## config.mk

```make
export PLATFORM = sky130hd
export DESIGN_NAME = mux_n_pipe
export DESIGN_NICKNAME = d
export VERILOG_FILES = /design/src/rtl/mux_n_pipe.sv
export SDC_FILE = /design/constraint.sdc
export NUM_CORES = 1
export LEC_CHECK = 0
export BUFFER_PORTS_ARGS = -buffer_cell sky130_fd_sc_hd__buf_2
export CORE_MARGIN = 8
export CORE_UTILIZATION = 47
export CTS_CLUSTER_SIZE = 40
export DETAILED_ROUTE_END_ITERATION = 10
export PLACE_DENSITY = 0.89
export SYNTH_ARGS = -nofsm -noshare
export SYNTH_HDL_FRONTEND = slang
export SYNTH_SLANG_ARGS = --single-unit
```

## constraint.sdc

```tcl
create_clock -name iClk -period 2.65 [get_ports iClk]
set_clock_uncertainty 0.2 [all_clocks]
set_input_delay 0.1325 -clock iClk [delete_from_list [all_inputs] [get_ports iClk]]
set_output_delay 0.1325 -clock iClk [all_outputs]
set_load 0.01 [all_outputs]
```

## src/rtl/mux_n_pipe.sv

```systemverilog
`default_nettype none
// +------------------------------------------------------------------------+
// | mux_n_pipe : registered N-way mux with a two-entry valid/ready skid buffer |
// | Revision 1.0                                                             |
// +------------------------------------------------------------------------+
module mux_n_pipe #(
  parameter int WIDTH  = 32,
  parameter int NUM_IN = 4,
  parameter int SEL_W  = $clog2(NUM_IN)
) (
  input  logic                    iClk,
  input  logic                    iRst_n,
  input  logic [NUM_IN*WIDTH-1:0] iData,
  input  logic [SEL_W-1:0]        iSel,
  input  logic                    iValid,
  output logic                    oReady,
  input  logic                    iFlush,
  output logic [WIDTH-1:0]        oData,
  output logic                    oValid,
  input  logic                    iReady
);

  // State is the (main_v, skid_v) occupancy pair.
  localparam logic [1:0] ST_EMPTY = 2'b00;
  localparam logic [1:0] ST_ONE   = 2'b10;
  localparam logic [1:0] ST_FULL  = 2'b11;

  logic             r_main_v;
  logic             r_skid_v;
  logic [WIDTH-1:0] r_main_d;
  logic [WIDTH-1:0] r_skid_d;
  logic [WIDTH-1:0] w_sel_data;
  logic [1:0]       w_state;
  logic             w_accept;
  logic             w_consume;

  // Selects with no matching input (iSel >= NUM_IN) fall through to zero.
  always_comb begin
    w_sel_data = '0;
    for (int k = 0; k < NUM_IN; k++) begin
      if (iSel == SEL_W'(k)) begin
        w_sel_data = iData[k*WIDTH +: WIDTH];
      end
    end
  end

  assign w_state   = {r_main_v, r_skid_v};
  assign w_accept  = iValid && !r_skid_v;
  assign w_consume = r_main_v && iReady;

  always_ff @(posedge iClk or negedge iRst_n) begin
    if (!iRst_n) begin
      r_main_v <= 1'b0;
      r_skid_v <= 1'b0;
      r_main_d <= '0;
      r_skid_d <= '0;
    end else if (iFlush) begin
      r_main_v <= 1'b0;
      r_skid_v <= 1'b0;
    end else begin
      case (w_state)
        ST_EMPTY: begin
          if (w_accept) begin
            r_main_d <= w_sel_data;
            r_main_v <= 1'b1;
          end
        end
        ST_ONE: begin
          if (w_accept && w_consume) begin
            r_main_d <= w_sel_data;
          end else if (w_accept) begin
            r_skid_d <= w_sel_data;
            r_skid_v <= 1'b1;
          end else if (w_consume) begin
            r_main_v <= 1'b0;
          end
        end
        ST_FULL: begin
          if (w_consume) begin
            r_main_d <= r_skid_d;
            r_skid_v <= 1'b0;
          end
        end
        default: begin
          r_main_v <= 1'b0;
          r_skid_v <= 1'b0;
        end
      endcase
    end
  end

  assign oReady = !r_skid_v;
  assign oValid = r_main_v;
  assign oData  = r_main_d;

endmodule
`default_nettype wire
```

==> summary.md <==
| Metric | Value |
|---|---|
| Worst r2r src | `r_skid_v$_DFFE_PN0P_` |
| TNS Setup | `0 ps` |
| Worst-Margin Slew | `745 ps` |
| Final Hold Violating Endpoints | `0` |
| Syn Area/Cell | `between 15 and 20 µm²` |
| Die area | `about 0.011 mm²` |
| Cell Area, Synth | `roughly 0.0037 mm²` |
| Cell Chain, Critical Path | `nor2b_1 -> a2111oi_4 -> buf_4 -> mux2_2` |
| Leakage | `approximately 2.3 nW` |
| Multiplexer share of the synthesized area | `around half` |
| Cell Pwr Density | `639 mW/mm²` |
| Syn Nets | `357` |
| EDFF count, synth | `0` |
| Die Span X | `105 µm` |
| WP data arrival | `about 2000 ps` |
| Max Cap Viol | `0` |
| Adder-cell share of the synthesized area | `0%` |
| Reg2Reg Setup Slack | `640 ps` |
| VDD IR max | `approximately 0.00034 V` |
| Slowest cell on crit path | `dfrtp_1` |
| GRT Overall Usage | `17.7%` |
| Setup-failing EPs final | `0` |
| Worst-path clk slew | `~70 ps` |
| Post-Syn Instances | `~220` |
| Kind of critical path | `reg -> reg` |
| Hold_buf cts | `4` |
| WP data required | `~2700 ps` |
| Synth unique cells | `19` |
| Share of cells above drive strength 1 | `between 70% and 80%` |
| Asr flop ratio synth | `between 90% and 100%` |
| Critical path's largest stage delay | `420 ps` |
| Status | `complete, no violations` |
| Hold path start | `iValid` |
| Worst Path Max Fanout | `19` |
| Startpoint Class | `flop` |
| First-pass GRT wire length | `approximately 16000 µm` |
| Port bufs | `around 170` |
| Insertion delay to the later sink of the worst-skew pair | `~330 ps` |
| # diodes | `0` |
| Post-DP HPWL | `between 7000 and 8000 µm` |
| Post-synthesis sequential area ratio | `between 40 and 50%` |
| Post-DR vias/cell | `5.31` |
| # fillers | `608` |
| Final ANT Viol Nets | `0` |
| Maximum clock frequency | `498 MHz` |
| Xor and xnor area share after synthesis | `0%` |
| Final Critical Period | `between 2000 and 2500 ps` |
| Nets | `roughly 530` |
| Remaining global-route overflow | `0` |
| Main synth FF type | `dfrtp_1` |
| Crit path buffers/inverters | `1` |
| Wirelength per Cell | `~19 µm` |
| # Post-CTS Setup Buffers | `0` |
| Final Max Slew Viols | `0` |
| Clk buf depth | `2` |
| Root Driver | `clkbuf_8` |
| CTS tree | `done` |
| Area grow syn2layout | `31.8%` |
| Worst hold path depth | `3` |
| CTS resizes | `0` |
| DR pass1 iterations | `4` |
| DRC Markers | `0` |
| Initial Util | `around half` |
| Clk sink count | `66` |
| Antenna violations before repair | `0` |
| Vias | `around 2700` |
| Synth Area in Simple Gates | `less than 1%` |
| Synth Area in Compound Gates | `under 10%` |
| Depth of the worst register-to-register path | `4` |
| Core Rows | `32` |
| CTS buffer count | `9` |
| RSZ-0062 raised after global routing | `no` |
| FF-to-FF End | `oData[5]$_DFFE_PN0P_` |
| CORE AREA | `approximately 0.0077 mm²` |
| Die Span Y | `roughly 100 µm` |
| Fin crit share | `between 70% and 80%` |
| Area after DPL | `~0.0046 mm²` |
| GPL Wtd Cong | `approximately 0.77` |
| Yosys Warn Count | `0` |
| Worst Hold End | `r_skid_v$_DFFE_PN0P_` |
| I/O pins | `between 150 and 200` |
| Maximum number of pins on one net before global-route repair | `36` |
| Post-layout util | `63.4%` |
| Top delay family on crit path | `flip-flops` |
| Drt first-iter violations | `74` |
| Rel. slew slack | `roughly 50%` |
| Routed WL | `9630 µm` |
| Crit path capture type | `flop` |
| Hold Crit Class | `in -> reg` |
| Register bit total from synthesis | `66` |
| Largest family of logic cells by synthesized area | `multiplexers` |
| CTS H-tree depth | `3` |
| Vias in the first global route | `roughly 3200` |
| Design Area, Final | `0.00487 mm²` |
[sequential cells by signal, summed over array words and instances (netlist names)]
signal    count
oData        32
r_skid_d     32
oValid        1
r_skid_v      1
[cells by family (layout without fill, tap and decap cells)]
group | after synthesis | after routing
buffers and inverters | 18 | 198
flip-flops | 66 | 66
multiplexers | 128 | 128
AND/OR/NAND/NOR | 7 | 7
AO/OA/AOI/OAI | 3 | 3
[worst max-delay path by stage]
stage                    startpoint               endpoint  depth (start not counted)
6_report       r_skid_v$_DFFE_PN0P_   oData[5]$_DFFE_PN0P_                          4
5_1_grt          oValid$_DFFE_PN0P_   oData[7]$_DFFE_PN0P_                          4
4_1_cts        r_skid_v$_DFFE_PN0P_   oData[5]$_DFFE_PN0P_                          4
3_5_place_dp   r_skid_v$_DFFE_PN0P_   oData[5]$_DFFE_PN0P_                          4
3_3_place_gp                iSel[0]  oData[24]$_DFFE_PN0P_                          5
2_1_floorplan    oValid$_DFFE_PN0P_  oData[23]$_DFFE_PN0P_                          4
[cells in the mapped netlist, drive strengths merged, types with 2 or more instances]
master  instances  area, µm²
buf            16        131
dfrtp          66       1650
inv             2       7.51
mux2           96       1110
mux4           32        728
nand2           2       7.51
nor2            2       7.51
[worst reg2reg max path: stages, from the launching register on]
cell       delay (ps)
dfrtp_1           420
nor2b_1           180
a2111oi_4         350
buf_4             350
mux2_2            380
[stage by stage]
stage / std cells / hold WS (ps) / setup WS (ps) / power [mW]
after CTS: 504 / 21.1 / 638 / 3.16
final: 504 / 47.0 / 641 / 3.12
after global placement: 484 / 19.8 / 706 / 2.18
after floorplan: 222 / -363 / 709 / 1.89
after global routing: 504 / 20.2 / 559 / 3.30
after detailed placement: 484 / 39.0 / 654 / 2.24
[cell usage in the layout (no fill, tap or decap)]
cell type,n
nor2_1,2
buf_2,168
a2111oi_4,1
nor2b_1,1
a21oi_1,1
inv_1,2
dfrtp_1,66
mux4_1,2
o21ai_0,1
buf_4,6
bufinv_16,2
mux2_4,7
and3b_1,1
mux4_2,30
buf_12,2
clkbuf_8,10
nand4_1,1
clkbuf_1,4
nand2_1,2
mux2_2,89
dlygate4sd3_1,4
[where the power goes]
part           switching [mW]  internal (mW)
Sequential              0.134           1.27
Clock                   0.348          0.558
Combinational           0.315          0.492
[routing by layer]
metal  share of wire (%)  up-vias  GRT usage (%)
met1                  39     1335           19.2
li1                    -     1216              -
met5                   0        -              0
met3                 5.8       13           4.73
met4                 1.6        0           7.03
met2                  53      113           32.0
[area by class of cell]
cell class	instances	area, µm²	share of cell area (%)
Multi-Input combinational cell	138	1910	39.2
Tap cell	102	128	2.62
Sequential cell	66	1650	33.9
Clock buffer	14	153	3.13
Clock inverter	2	60.1	1.23
Inverter	2	7.51	0.154
Timing Repair Buffer	180	966	19.8
Note: power is estimated with default switching activity, not from simulation.
